`src/rtl/traf_phase_ctrl_pkg.sv`:
```
// traf_pkg: shared types and default timing for the traffic phase controller.
//   state_e   : controller state (GREEN, YELLOW, ALL_RED)
//   *_DEF     : default parameter values, in ticks where timing-related
//   TCNT_W    : width of the in-state tick counter
// Optional feature macro: TRAF_PED_EN (pedestrian walk), see traf_phase_ctrl.
package traf_pkg;

    typedef enum logic [1:0] {
        GREEN   = 2'd0,
        YELLOW  = 2'd1,
        ALL_RED = 2'd2
    } state_e;

    localparam int NUM_PHASES_DEF = 4;
    localparam int GREEN_MIN_DEF  = 5;
    localparam int GREEN_MAX_DEF  = 20;
    localparam int YELLOW_T_DEF   = 3;
    localparam int ALL_RED_T_DEF  = 1;
    localparam int WALK_T_DEF     = 4;

    // Wide enough for any sensible GREEN_MAX; counter saturates in GREEN.
    localparam int TCNT_W = 16;

endpackage

```
`src/rtl/traf_phase_ctrl_if.sv`:
```
// traf_phase_ctrl_if: controller I/O bundle (clock and reset stay scalar ports).
//   tick    : timebase enable            (master -> slave)
//   sense   : per-phase detectors        (master -> slave)
//   red/yellow/green : lamp drives       (slave -> master)
//   phase   : phase being served         (slave -> master)
//   pending : latched demand             (slave -> master)
//   ped_req / walk : only with TRAF_PED_EN defined
interface traf_phase_ctrl_if #(
    parameter int NUM_PHASES = 4
);
    localparam int PW = $clog2(NUM_PHASES);

    logic                  tick;
    logic [NUM_PHASES-1:0] sense;
    logic [NUM_PHASES-1:0] red;
    logic [NUM_PHASES-1:0] yellow;
    logic [NUM_PHASES-1:0] green;
    logic [PW-1:0]         phase;
    logic [NUM_PHASES-1:0] pending;
`ifdef TRAF_PED_EN
    logic [NUM_PHASES-1:0] ped_req;
    logic [NUM_PHASES-1:0] walk;
`endif

    modport master (
`ifdef TRAF_PED_EN
        output ped_req,
        input  walk,
`endif
        output tick, sense,
        input  red, yellow, green, phase, pending
    );

    modport slave (
`ifdef TRAF_PED_EN
        input  ped_req,
        output walk,
`endif
        input  tick, sense,
        output red, yellow, green, phase, pending
    );

endinterface

```
`src/rtl/traf_phase_ctrl_rr_pick.sv`:
```
// traf_rr_pick: combinational round-robin next-phase search.
//   demand : per-phase demand vector
//   cur    : phase currently served
//   nxt    : first phase after cur (wrapping) with demand; cur+1 if none
module traf_rr_pick #(
    parameter int NUM_PHASES = 4
) (
    input  logic [NUM_PHASES-1:0]         demand,
    input  logic [$clog2(NUM_PHASES)-1:0] cur,
    output logic [$clog2(NUM_PHASES)-1:0] nxt
);
    localparam int PW = $clog2(NUM_PHASES);

    // Walk offsets from farthest to nearest so the nearest demanding phase
    // is the last (winning) assignment. The current phase itself is skipped.
    always_comb begin
        nxt = PW'((int'(cur) + 1) % NUM_PHASES);
        for (int k = NUM_PHASES - 1; k >= 1; k--) begin
            if (demand[(int'(cur) + k) % NUM_PHASES])
                nxt = PW'((int'(cur) + k) % NUM_PHASES);
        end
    end

endmodule

```
`src/rtl/traf_phase_ctrl.sv`:
```
// traf_phase_ctrl: actuated traffic signal phase controller.
//   clk     : single clock, rising edge
//   reset_n : asynchronous active-low reset (phase 0 green, demand cleared)
//   bus     : traf_phase_ctrl_if.slave (tick, sense in; lamps, phase, pending out)
// Optional feature: define TRAF_PED_EN to add pedestrian requests (bus.ped_req),
// walk lamps (bus.walk) and parameter WALK_T.
module traf_phase_ctrl
    import traf_pkg::*;
#(
    parameter int NUM_PHASES = NUM_PHASES_DEF,
    parameter int GREEN_MIN  = GREEN_MIN_DEF,
    parameter int GREEN_MAX  = GREEN_MAX_DEF,
    parameter int YELLOW_T   = YELLOW_T_DEF,
    parameter int ALL_RED_T  = ALL_RED_T_DEF
`ifdef TRAF_PED_EN
    ,
    parameter int WALK_T     = WALK_T_DEF
`endif
) (
    input  logic               clk,
    input  logic               reset_n,
    traf_phase_ctrl_if.slave   bus
);
    localparam int PW = $clog2(NUM_PHASES);
    localparam int TW = TCNT_W;
    localparam logic [TW-1:0] GMIN_L = TW'(GREEN_MIN - 1);
    localparam logic [TW-1:0] GMAX_L = TW'(GREEN_MAX - 1);
    localparam logic [TW-1:0] YEL_L  = TW'(YELLOW_T - 1);
    localparam logic [TW-1:0] AR_L   = TW'(ALL_RED_T - 1);
    localparam logic [NUM_PHASES-1:0] ONE = NUM_PHASES'(1);

    state_e                state;
    logic [TW-1:0]         tcnt;
    logic [PW-1:0]         phase;
    logic [NUM_PHASES-1:0] pending;
    logic [NUM_PHASES-1:0] red, yellow, green;

    logic [NUM_PHASES-1:0] demand, others, req_set, clr_mask, oh_cur, oh_nxt;
    logic [PW-1:0]         nxt;
    logic                  leave_green, leave_yellow, leave_allred;

    assign demand = pending | bus.sense;

    always_comb begin
        others        = demand;
        others[phase] = 1'b0;
    end

    traf_rr_pick #(.NUM_PHASES(NUM_PHASES)) u_pick (
        .demand (demand),
        .cur    (phase),
        .nxt    (nxt)
    );

    assign oh_cur = ONE << phase;
    assign oh_nxt = ONE << nxt;

    // A phase that keeps its own detector busy may extend to GREEN_MAX.
    assign leave_green  = bus.tick && (state == GREEN) && (tcnt >= GMIN_L) && (|others)
                          && (!bus.sense[phase] || (tcnt >= GMAX_L));
    assign leave_yellow = bus.tick && (state == YELLOW)  && (tcnt == YEL_L);
    assign leave_allred = bus.tick && (state == ALL_RED) && (tcnt == AR_L);

    // The phase entering green has its demand consumed even if its detector
    // is still active that cycle.
    assign clr_mask = leave_allred ? oh_nxt : '0;

`ifdef TRAF_PED_EN
    assign req_set = bus.sense | bus.ped_req;
`else
    assign req_set = bus.sense;
`endif

    always_ff @(posedge clk or negedge reset_n) begin
        if (!reset_n) begin
            state   <= GREEN;
            tcnt    <= '0;
            phase   <= '0;
            pending <= '0;
            green   <= ONE;
            red     <= ~ONE;
            yellow  <= '0;
        end else begin
            pending <= (pending | req_set) & ~clr_mask;
            if (leave_green) begin
                state  <= YELLOW;
                tcnt   <= '0;
                green  <= '0;
                yellow <= oh_cur;
                red    <= ~oh_cur;
            end else if (leave_yellow) begin
                state  <= ALL_RED;
                tcnt   <= '0;
                yellow <= '0;
                red    <= '1;
            end else if (leave_allred) begin
                state  <= GREEN;
                tcnt   <= '0;
                phase  <= nxt;
                green  <= oh_nxt;
                red    <= ~oh_nxt;
            end else if (bus.tick && (state != GREEN || tcnt < GMAX_L)) begin
                tcnt <= tcnt + 1'b1;
            end
        end
    end

    assign bus.red     = red;
    assign bus.yellow  = yellow;
    assign bus.green   = green;
    assign bus.phase   = phase;
    assign bus.pending = pending;

`ifdef TRAF_PED_EN
    localparam logic [TW-1:0] WALK_L = TW'(WALK_T - 1);

    // Pedestrian requests are tracked apart from vehicle demand so that walk
    // is only shown for a green that a pedestrian actually asked for.
    logic [NUM_PHASES-1:0] ped_lat;
    logic [NUM_PHASES-1:0] walk;

    always_ff @(posedge clk or negedge reset_n) begin
        if (!reset_n) begin
            ped_lat <= '0;
            walk    <= '0;
        end else begin
            ped_lat <= (ped_lat | bus.ped_req) & ~clr_mask;
            if (leave_allred)
                walk <= oh_nxt & (ped_lat | bus.ped_req);
            else if (leave_green || leave_yellow)
                walk <= '0;
            else if (bus.tick && state == GREEN && tcnt == WALK_L)
                walk <= '0;
        end
    end

    assign bus.walk = walk;
`endif

endmodule

```
`src/flat_wrapper.sv`:
```
// flat-port wrapper written by rule: the top's interface ports become plain ports
module traf_phase_ctrl_flat import traf_pkg::*;
#(
    parameter int NUM_PHASES = NUM_PHASES_DEF,
    parameter int GREEN_MIN  = GREEN_MIN_DEF,
    parameter int GREEN_MAX  = GREEN_MAX_DEF,
    parameter int YELLOW_T   = YELLOW_T_DEF,
    parameter int ALL_RED_T  = ALL_RED_T_DEF

)
  (clk, reset_n, bus_tick, bus_sense, bus_red, bus_yellow, bus_green, bus_phase, bus_pending);
  traf_phase_ctrl_if #(.NUM_PHASES(NUM_PHASES)) bus_i ();
  input  logic clk;
  input  logic reset_n;
  input wire logic [$bits(bus_i.tick)-1:0] bus_tick;
  input wire logic [$bits(bus_i.sense)-1:0] bus_sense;
  output wire logic [$bits(bus_i.red)-1:0] bus_red;
  output wire logic [$bits(bus_i.yellow)-1:0] bus_yellow;
  output wire logic [$bits(bus_i.green)-1:0] bus_green;
  output wire logic [$bits(bus_i.phase)-1:0] bus_phase;
  output wire logic [$bits(bus_i.pending)-1:0] bus_pending;
  assign bus_i.tick = bus_tick;
  assign bus_i.sense = bus_sense;
  assign bus_red = bus_i.red;
  assign bus_yellow = bus_i.yellow;
  assign bus_green = bus_i.green;
  assign bus_phase = bus_i.phase;
  assign bus_pending = bus_i.pending;
  traf_phase_ctrl #(.NUM_PHASES(NUM_PHASES), .GREEN_MIN(GREEN_MIN), .GREEN_MAX(GREEN_MAX), .YELLOW_T(YELLOW_T), .ALL_RED_T(ALL_RED_T)) u_core (.clk(clk), .reset_n(reset_n), .bus(bus_i));
endmodule
```
`config.mk`:
```
export PLATFORM = sky130hd
export DESIGN_NAME = traf_phase_ctrl_flat
export DESIGN_NICKNAME = d
export VERILOG_FILES = /design/src/rtl/traf_phase_ctrl_pkg.sv /design/src/rtl/traf_phase_ctrl_if.sv /design/src/rtl/traf_phase_ctrl_rr_pick.sv /design/src/rtl/traf_phase_ctrl.sv /design/src/flat_wrapper.sv
export SDC_FILE = /design/constraint.sdc
export NUM_CORES = 1
export LEC_CHECK = 0
export BUFFER_PORTS_ARGS = -buffer_cell sky130_fd_sc_hd__buf_2
export CAP_MARGIN = 20
export CORE_MARGIN = 5
export CORE_UTILIZATION = 30
export CTS_CLUSTER_SIZE = 30
export DETAILED_ROUTE_END_ITERATION = 16
export SLEW_MARGIN = 25
export SYNTH_ARGS = -nofsm -noshare
export SYNTH_HDL_FRONTEND = slang
export SYNTH_HIERARCHICAL = 1
export SYNTH_SLANG_ARGS = --single-unit
export TNS_END_PERCENT = 10
```
`constraint.sdc`:
```
create_clock -name clk -period 4.1 [get_ports clk]
set_clock_uncertainty 0.15 [all_clocks]
set_input_delay 0.205 -clock clk [delete_from_list [all_inputs] [get_ports clk]]
set_output_delay 0.205 -clock clk [all_outputs]
set_load 0.02 [all_outputs]
```
==> key figures, run 1 <==
Outcome
  • Status: finished clean

Place
  • Gpl congestion: around 0.74
  • Port Buffer Count: 24
  • Place WS: 1.68 ns
  • Final HPWL DP: about 3.2 mm

STA
  • Worst Tran Pin Value: 0.825 ns
  • WHS: ~0.10 ns
  • # setup viols final: 0
  • Slew headroom: between 40% and 50%
  • Final WS setup: ~1.6 ns
  • Sum Neg Setup Slack: 0 ns
  • Min Tclk post-route: around 2.5 ns
  • Slew Limit Fails: 0
  • RSZ-0062 raised after global routing: no
  • Max Clk Rate: 405 MHz
  • Fin crit share: roughly three fifths
  • Hold Fails Final Rpt: 0

Setup path
  • Worst reg2reg startpoint: u_core/bus.phase[1]$_DFFE_PN0P_
  • Setup crit start kind: flop
  • Critical Path RT: 4.17 ns
  • Crit Path Category: flop to flop
  • Worst R2R Path Depth: 6
  • R2R Setup Slk: approximately 1.6 ns
  • WP data arrival: ~2.5 ns
  • CP max FO: 19
  • Critical path capture point type: flop
  • Reg2Reg Capture Point: u_core/bus.red[2]$_DFFE_PN1P_

Clock tree
  • Root buffer cell: clkbuf_8
  • # resized after CTS: 0
  • Clock Latency Late Sink: about 0.29 ns
  • CTS tree: built
  • Total CTS buffers: 5
  • Sink Count: 36
  • Max clock buf depth: 2
  • CTS H-tree depth: 2
  • Postcts setup bufs: 0
  • CTS Hold Bufs: 1
  • Clock-pin slew on the worst setup and hold paths: 0.08 ns

Floorplan
  • Rows: 29
  • Die area: about 0.0085 mm2
  • Core area: roughly 0.0065 mm2
  • Initial core utilization: 31.2%
  • Die W: just over 90 um
  • # IOs: 25
  • Die Span Y: slightly above 90 um

Worst hold path
  • Hold depth: 3
  • Worst min-delay path class: input pin to flop
  • Hold Path End: u_core/bus.pending[0]$_DFF_PN0_
  • Min-delay src: bus_sense[0]

Run
  • Max_cap viols: 0

Synth
  • Synth unique cells: 54
  • Mapped Area: between 0.002 and 0.0025 mm2
  • Ys Warns: 6
  • Synth Area per Inst: 9.74 um2
  • Syn Inst Count: between 200 and 250
  • Net Count, Synth: between 200 and 250
  • Sequential fraction of the synthesis area: 44.9%
  • FF+latch count, synth: 36

Global routing
  • Antenna violations before repair: 0
  • Pin count of the biggest net entering global routing: 37
  • Met3 usage: around 2.8%
  • GRT Overall Usage: roughly 11%
  • GRT Residual Overflow: 0
  • Global route hottest layer: met2
  • Met1 GRT Util: between 10% and 20%
  • Vias in the first global route: around 1.6k
  • GR Util met2: 17.1%
  • First-pass GRT wire length: about 7.6 mm

Routing
  • Vias: 1582
  • Average routed wire per standard cell: around 15 um
  • Initial drt markers: between 60 and 70
  • Drt first pass iters: 4
  • Final WL: ~4.5 mm
  • Routed Antenna Nets: 0
  • Residual DRC: 0
  • Mean number of vias per cell: slightly above 5

Pwr
  • Static Leakage: about 0.001 uW
  • VDD IR max: 264 uV
  • PwrDens: just under 600 mW/mm2

Final layout
  • Synth-to-layout area growth: 13.5%
  • Most common cell after layout, fill and taps aside: nor2_1
  • Antenna cells: 0
  • Share of cells above drive strength 1: approximately 22%
  • Final nets: ~240
  • Most frequent cells in the layout: nor2_1, dfrtp_1, buf_2
[worst max-delay path by stage]
stage                                          startpoint                       endpoint  slack (ns)  cells after the start
after floorplan           u_core/bus.pending[3]$_DFF_PN0_  u_core/bus.red[2]$_DFFE_PN1P_        1.80                      7
final                     u_core/bus.phase[1]$_DFFE_PN0P_  u_core/bus.red[2]$_DFFE_PN1P_        1.63                      6
after global routing      u_core/bus.phase[0]$_DFFE_PN0P_     u_core/tcnt[3]$_DFFE_PN0P_        1.47                      5
after global placement    u_core/bus.phase[1]$_DFFE_PN0P_  u_core/bus.red[2]$_DFFE_PN1P_        1.66                      6
after detailed placement  u_core/bus.phase[1]$_DFFE_PN0P_  u_core/bus.red[2]$_DFFE_PN1P_        1.68                      6
after CTS                 u_core/bus.phase[1]$_DFFE_PN0P_  u_core/bus.red[2]$_DFFE_PN1P_        1.63                      6
[cell families (layout without fill, tap and decap cells)]
group	count (synthesis)	count (layout)	synth area share [%]
multiplexers	6	6	3.66
XOR/XNOR	15	15	6.52
buffers and inverters	15	41	4.03
AND/OR/NAND/NOR	101	101	28.2
AO/OA/AOI/OAI	31	31	10.7
adder cells (fa/ha/maj)	3	3	1.86
flip-flops	36	36	44.9
[power breakdown]
| group | switching (uW) | internal (uW) |
|---|---|---|
| clock network | 137 | 136 |
| registers | 104 | 452 |
| logic | 310 | 194 |
| total | 551 | 782 |
[per-stage QoR]
| stage | power [uW] | cells | util (%) | instance area [um2] |
|---|---|---|---|---|
| 2_1_floorplan | 943 | 207 | - | 2020 |
| 3_3_place_gp | 1060 | 301 | 33.8 | 2180 |
| 3_5_place_dp | 1070 | 301 | 33.8 | 2180 |
| 4_1_cts | 1350 | 310 | 35.4 | 2290 |
| 5_1_grt | 1440 | 310 | 35.4 | 2290 |
| 6_report | 1330 | 310 | 35.4 | 2290 |
[flip-flops by register name, indices dropped and copies added, names as in the netlist]
name,flops
u_core/tcnt,16
u_core/bus.green,4
u_core/bus.pending,4
u_core/bus.red,4
u_core/bus.yellow,4
u_core/bus.phase,2
u_core/state,2
[cell usage after synthesis (all sizes together)]
library cell / instances / area [um2]
nand2: 18 / 72.6
xnor2: 10 / 87.6
nand3: 4 / 20.0
ha: 3 / 37.5
or2b: 1 / 8.76
a21boi: 1 / 7.51
mux2: 1 / 11.3
or2: 2 / 15.0
buf: 5 / 42.5
nand2b: 2 / 12.5
mux2i: 4 / 40.0
and2: 4 / 25.0
nand4b: 1 / 15.0
mux4: 1 / 22.5
a2bb2oi: 1 / 8.76
nand4: 9 / 56.3
or4: 1 / 7.51
o2111ai: 1 / 15.0
o21ai: 6 / 30.0
and4: 3 / 26.3
or3b: 1 / 8.76
dfstp: 4 / 105
o32ai: 1 / 8.76
nor3b: 2 / 15.0
nor2b: 2 / 15.0
nor4b: 3 / 32.5
a21oi: 7 / 35.0
o211ai: 2 / 15.0
a31o: 3 / 26.3
xor2: 5 / 43.8
o21bai: 2 / 18.8
dfrtp: 32 / 801
clkbuf: 2 / 8.75
o22ai: 1 / 6.26
nor4: 4 / 46.3
or3: 1 / 6.26
and4b: 3 / 30.0
inv: 8 / 30.0
nor2: 35 / 131
a31oi: 4 / 25.0
nor3: 5 / 25.0
o31ai: 2 / 20.0
[layout make-up]
cell class / count / area (um2)
inverters: 8 / 30.0
fillers: 686 / 4170
clock buffers: 6 / 82.6
clock inverters: 2 / 15.0
flip-flops and latches: 36 / 906
well taps: 77 / 96.3
repair buffers: 25 / 130
multi-input cells: 156 / 1030
[layer usage]
metal,wire [um],up-vias
met1,2240,766
met5,0,-
li1,-,782
met3,127,7
met2,2070,27
met4,61,0
[worst max-delay path, stage by stage, from the launching register on]
cell and delay, ns:
dfrtp_1 0.72, or2b_2 0.23, a21oi_1 0.06, or4_1 0.62, and4b_1 0.28, o21bai_1 0.16, a31oi_1 0.17
Power figures use the tool's default switching activity.
==> run 2, diff against run 1 <==
- clock period: 4.1 -> 2.3 ns (I/O delays scaled with it)
==> run 2 against run 1 <==
  * Largest cell class unchanged
  * Global-route usage grew 0.68 points
  * Sequential power grew 69%
  * Count of clock-buffer cells in the layout grew 2
  * Combinational power grew 120%
  * Worst hold slack lost 0.0060 ns
==> key figures, run 2 (synthesis gave the netlist of run 1 again) <==
Setup path
  • Critical path capture point type: flop
  • WP data arrival: 2.29 ns (-0.25 ns)
  • Crit Path Category: flop to flop
  • Setup crit start kind: flop
  • CP max FO: 7 (-12)
  • Worst R2R Path Depth: 7 (+1)
  • Critical Path RT: 2.37 ns (-1.80 ns)

Final layout
  • Final nets: 261 (+7.9%)
  • Max FFs per register: 16 (unchanged)
  • Most frequent cells in the layout: nor2_1, dfrtp_1, buf_2
  • Synth-to-layout area growth: 22.5%
  • Non-Filler Instances: 329 (+6.1%)
  • Most common cell after layout, fill and taps aside: nor2_1
  • Antenna cells: 0 (unchanged)
  • Share of cells above drive strength 1: 29.4% (+7.5 points)
  • Largest Register: u_core/tcnt

STA
  • Hold Fails Final Rpt: 0 (unchanged)
  • Min Tclk post-route: 2.22 ns (-0.247 ns)
  • Worst Tran Pin Value: 0.797 ns (-0.0280 ns)
  • WHS: 0.0966 ns (-0.00600 ns)
  • Final WS setup: 0.0768 ns (-1.55 ns)
  • Fin crit share: 96.7% (+36 points)
  • Slew Limit Fails: 0 (unchanged)
  • Max Clk Rate: 450 MHz (+11%)
  • RSZ-0062 raised after global routing: yes
  • # setup viols final: 0 (unchanged)
  • Slew headroom: 46.9% (+1.9 points)

Floorplan
  • Die W: 92.0 um (unchanged)
  • Die area: 0.00846 mm2 (unchanged)
  • Rows: 29 (unchanged)
  • Initial core utilization: 31.2% (unchanged)
  • Core area: 0.00646 mm2 (unchanged)
  • Die Span Y: 92.0 um (unchanged)
  • # IOs: 25 (unchanged)

Global routing
  • GRT Overall Usage: 11.8% (+0.68 points)
  • First-pass GRT wire length: 8.11 mm (+6.6%)
  • Pin count of the biggest net entering global routing: 37 (unchanged)
  • Vias in the first global route: 1680 (+6.8%)
  • GRT Residual Overflow: 0 (unchanged)
  • Antenna violations before repair: 0 (unchanged)

Pwr
  • Switching share of total power: 39.6% (-1.7 points)
  • PwrDens: 1030 mW/mm2 (+76%)
  • P_sw: 1000 uW (+82%)
  • Clk pwr share: 19.8% (-0.7 points)
  • VDD IR max: 595 uV (+130%)
  • Internal: 1530 uW (+96%)
  • Sequential fraction of design power: 37.2% (-4.5 points)
  • Power Total: 2530 uW (+90%)
  • Static Leakage: 0.00110 uW (+11%)
  • Combinational share of power: 43.1% (+5.3 points)

Routing
  • Initial drt markers: 89 (+37%)
  • Average routed wire per standard cell: 14.5 um (about the same)
  • Routed Antenna Nets: 0 (unchanged)
  • Residual DRC: 0 (unchanged)
  • Mean number of vias per cell: 5.02 (-1.6%)
  • Vias: 1652 (+4.4%)
  • Drt first pass iters: 4 (unchanged)
  • Final WL: 4.78 mm (+6.1%)

Clock tree
  • Total CTS buffers: 5 (unchanged)
  • Root buffer cell: clkbuf_8
  • Clock-pin slew on the worst setup and hold paths: 0.07 ns (about the same)
  • Max clock buf depth: 2 (unchanged)
  • Sink Count: 36 (unchanged)
  • Clock Latency Late Sink: 0.29 ns (about the same)
  • CTS H-tree depth: 2 (unchanged)
  • CTS tree: built

Run
  • Max_cap viols: 0 (unchanged)

Place
  • Post-placement cell count: 318 (+5.6%)
  • Port Buffer Count: 24 (unchanged)
  • Final HPWL DP: 3.46 mm (+7.4%)
  • Place WS: 0.0607 ns (-1.62 ns)
  • Gpl congestion: 0.828 (+12%)

Worst hold path
  • Worst min-delay path class: input pin to flop
  • Hold depth: 4 (+1)

Outcome
  • Status: finished clean
-- run 2: changes by cell type in the layout (fill, tap and decap cells not counted), moves of 2 or more --
cell | before | now
nor2_1 | 35 | 33
buf_4 | 0 | 18
dfrtp_2 | 0 | 2
clkinvlp_4 | 2 | 0
dfrtp_1 | 32 | 30
-- run 2: per-layer routing --
metal  share of wire [%]  wire length (um)  GRT usage (%)
met5                   0                 0              0
met4                 1.4                65           3.71
met2                  45              2160           18.7
met3                 3.0               144           2.78
met1                  50              2410           16.1
-- run 2: area by class of cell --
type / count / area, um2
Clock buffer: 8 / 100
Tap cell: 77 / 96.3
Fill cell: 645 / 3990
Timing Repair Buffer: 44 / 275
Inverter: 8 / 30.0
Sequential cell: 36 / 908
Multi-Input combinational cell: 156 / 1060
-- run 2: power groups by stage --
stage	clock network, uW	logic (uW)	registers (uW)
6_report	501	1090	942
3_5_place_dp	0	1070	952
4_1_cts	522	1070	940
2_1_floorplan	0	637	1060
5_1_grt	543	1210	968
3_3_place_gp	0	1060	946
-- run 2: critical path, stage by stage (launching register included) --
cell and delay, ns:
dfrtp_1 0.39, or2_4 0.28, nor2_2 0.12, nor2_1 0.05
or4_4 0.56, and4b_2 0.27, o21bai_1 0.15, a31oi_1 0.17
-- run 2: path summary, 6_finish.rpt --
path	from	to	slack [ns]
setup / recovery	u_core/bus.pending[3]$_DFF_PN0_	u_core/bus.red[2]$_DFFE_PN1P_	0.08
hold / removal	bus_sense[0]	u_core/bus.pending[0]$_DFF_PN0_	0.1
setup reg to reg	u_core/bus.pending[3]$_DFF_PN0_	u_core/bus.red[2]$_DFFE_PN1P_	0.08
hold reg to reg	u_core/bus.yellow[2]$_DFFE_PN0P_	u_core/bus.yellow[2]$_DFFE_PN0P_	0.36
max in group asynchronous	reset_n	u_core/bus.pending[2]$_DFF_PN0_	1.14
min in group asynchronous	reset_n	u_core/tcnt[11]$_DFFE_PN0P_	0.31
-- run 2: what timing repair did --
item	in CTS	in global routing
hold buffers	2	0
hold endpoints to repair	33	0
gates resized for setup	0	9
setup buffers	0	1
setup endpoints to repair	0	12
-- run 2: through the flow --
stage                     area [um2]  utilization (%)   TNS [ns]
final                           2470             38.2          0
after global routing            2470             38.2  -0.000618
after CTS                       2430             37.7          0
after detailed placement        2310             35.8          0
after global placement          2310             35.8          0
after floorplan                 2020                -          0
==> run 3, diff against run 2 <==
--- a/constraint.sdc
+++ b/constraint.sdc
@@ -4,2 +4,2 @@
 set_output_delay 0.115 -clock clk [all_outputs]
-set_load 0.02 [all_outputs]
+set_load 0.005 [all_outputs]
==> run 3 against run 2 <==
  * Count of clock-buffer cells in the layout decreased by 2
  * First-iteration DRC count shrank 33%
  * Final cell count is the same
  * Sequential power is 0.4% higher
  * Largest power group unchanged
==> key figures, run 3 (synthesis gave the netlist of run 1 again) <==
Global routing
  • First-pass GRT wire length: 8.10 mm (-0.17%)
  • Antenna violations before repair: 0 (unchanged)
  • GRT Overall Usage: 11.9% (+0.073 points)
  • Pin count of the biggest net entering global routing: 37 (unchanged)
  • Vias in the first global route: 1681 (+0.060%)
  • GRT Residual Overflow: 0 (unchanged)

Clock tree
  • Postcts setup bufs: 0 (unchanged)
  • Clock-pin slew on the worst setup and hold paths: 0.08 ns (about the same)
  • Root buffer cell: clkbuf_8
  • CTS tree: built
  • Clock Latency Late Sink: 0.29 ns (about the same)
  • CTS H-tree depth: 2 (unchanged)
  • Sink Count: 36 (unchanged)
  • Max clock buf depth: 2 (unchanged)
  • Total CTS buffers: 5 (unchanged)

STA
  • Slew headroom: 46.5% (-0.40 points)
  • # setup viols final: 0 (unchanged)
  • Max Clk Rate: 453 MHz (+0.80%)
  • Worst Tran Pin Value: 0.803 ns (+0.00601 ns)
  • Fin crit share: 95.9% (-0.76 points)
  • RSZ-0062 raised after global routing: yes
  • WHS: 0.0774 ns (-0.0192 ns)
  • Slew Limit Fails: 0 (unchanged)
  • Min Tclk post-route: 2.21 ns (-0.0176 ns)
  • Hold Fails Final Rpt: 0 (unchanged)

Pwr
  • Clk pwr share: 20.1% (+0.3 points)
  • P_sw: 924 uW (-7.9%)
  • PwrDens: 992 mW/mm2 (-3.3%)
  • Combinational share of power: 41.2% (-1.9 points)
  • Static Leakage: 0.00109 uW (-0.45%)
  • Switching share of total power: 37.8% (-1.8 points)
  • VDD IR max: 621 uV (+4.4%)
  • Sequential fraction of design power: 38.7% (+1.5 points)
  • Internal: 1520 uW (-0.67%)

Final layout
  • Antenna cells: 0 (unchanged)
  • Share of cells above drive strength 1: 29.0% (-0.40 points)
  • Final core area utilization: 38.1% (-0.078 points)
  • Synth-to-layout area growth: 22.2%
  • Filler cells: 674 (+4.5%)
  • Most frequent cells in the layout: nor2_1, dfrtp_1, buf_2
  • Largest Register: u_core/tcnt
  • Max FFs per register: 16 (unchanged)
  • Most common cell after layout, fill and taps aside: nor2_1
  • Final nets: 261 (unchanged)

Setup path
  • Setup crit start kind: flop
  • R2R Setup Slk: 0.09 ns (+0.02 ns)
  • Critical path capture point type: flop
  • Critical Path End: u_core/bus.yellow[1]$_DFFE_PN0P_
  • Critical Path RT: 2.34 ns (-0.03 ns)
  • Crit Path Category: flop to flop
  • Worst R2R Path Depth: 5 (-2)
  • Worst reg2reg startpoint: u_core/tcnt[11]$_DFFE_PN0P_
  • Launch point of the worst path: u_core/tcnt[11]$_DFFE_PN0P_
  • CP max FO: 11 (+4)
  • Reg2Reg Capture Point: u_core/bus.yellow[1]$_DFFE_PN0P_
  • WP data arrival: 2.24 ns (-0.05 ns)

Routing
  • Average routed wire per standard cell: 14.1 um (-2.6%)
  • Vias: 1681 (+1.8%)
  • Final WL: 4.65 mm (-2.6%)
  • Initial drt markers: 60 (-33%)
  • Drt first pass iters: 4 (unchanged)
  • Routed Antenna Nets: 0 (unchanged)
  • Mean number of vias per cell: 5.11 (+1.8%)
  • Residual DRC: 0 (unchanged)

Floorplan
  • Rows: 29 (unchanged)
  • Die W: 92.0 um (unchanged)
  • # IOs: 25 (unchanged)
  • Core area: 0.00646 mm2 (unchanged)
  • Die Span Y: 92.0 um (unchanged)
  • Die area: 0.00846 mm2 (unchanged)
  • Initial core utilization: 31.2% (unchanged)

Place
  • Final HPWL DP: 3.38 mm (-2.2%)
  • Port Buffer Count: 24 (unchanged)
  • Gpl congestion: 0.804 (-2.9%)

Run
  • Max_cap viols: 0 (unchanged)

Outcome
  • Status: finished clean

Worst hold path
  • Worst min-delay path class: input pin to flop
run 3: how the worst min path moves through the flow:
| stage | from | endpoint | slack [ns] | depth (start not counted) |
|---|---|---|---|---|
| floorplan | reset_n | u_core/bus.green[1]$_DFFE_PN0P_ | -0.33 | 0 |
| global placement | reset_n | u_core/bus.red[0]$_DFFE_PN0P_ | 0.1 | 1 |
| detailed placement | reset_n | u_core/bus.red[0]$_DFFE_PN0P_ | 0.11 | 1 |
| CTS | bus_sense[3] | u_core/bus.pending[3]$_DFF_PN0_ | 0.09 | 3 |
| global route | bus_sense[3] | u_core/bus.pending[3]$_DFF_PN0_ | 0.10 | 3 |
| finish | bus_sense[3] | u_core/bus.pending[3]$_DFF_PN0_ | 0.08 | 3 |
run 3: timing repair:
action,in CTS,in global routing
hold endpoints to repair,33,0
resized for setup,1,6
endpoints found under the setup margin,1,22
hold buffers,2,0
pin swaps,0,1
run 3: power by group through the flow:
stage / clock network (uW) / logic (uW) / registers, uW
after floorplan: 0 / 627 / 949
after global placement: 0 / 956 / 949
after detailed placement: 0 / 963 / 954
after CTS: 504 / 981 / 945
after global routing: 535 / 1140 / 974
final: 491 / 1010 / 946
run 3: final cells by class:
type | count | area [um2] | share of cell area, %
multi-input cells | 156 | 1060 | 43.0
flip-flops and latches | 36 | 906 | 36.8
repair buffers | 44 | 275 | 11.2
well taps | 77 | 96.3 | 3.91
clock buffers | 6 | 82.6 | 3.35
inverters | 8 | 30.0 | 1.22
clock inverters | 2 | 15.0 | 0.609
run 3: routing by layer:
| metal | GRT usage, % | vias up | share of wire (%) | routed length [um] |
|---|---|---|---|---|
| li1 | - | 819 | - | - |
| met3 | 3.60 | 5 | 4.2 | 194 |
| met4 | 4.95 | 0 | 1.4 | 63 |
| met5 | 0 | - | 0 | 0 |
| met1 | 16.0 | 817 | 48 | 2240 |
| met2 | 17.8 | 40 | 46 | 2150 |
run 3: metrics by stage:
step	total power (uW)	setup TNS [ns]	setup slack (ns)	cells	cell area, um2
finish	2440	0	0.0943	329	2460
floorplan	1580	0	0.0879	207	2020
global placement	1900	0	0.0724	319	2320
global route	2650	-0.0721	-0.0492	329	2460
CTS	2430	0	0.0104	329	2440
detailed placement	1920	-0.0120	-0.0120	319	2320
run 3: critical path: stages (launching register included):
cell and delay [ns]:
dfrtp_1 0.42, nor4_2 0.45, nand4_1 0.22, nand4b_2 0.25, or2_4 0.26, mux2_2 0.35
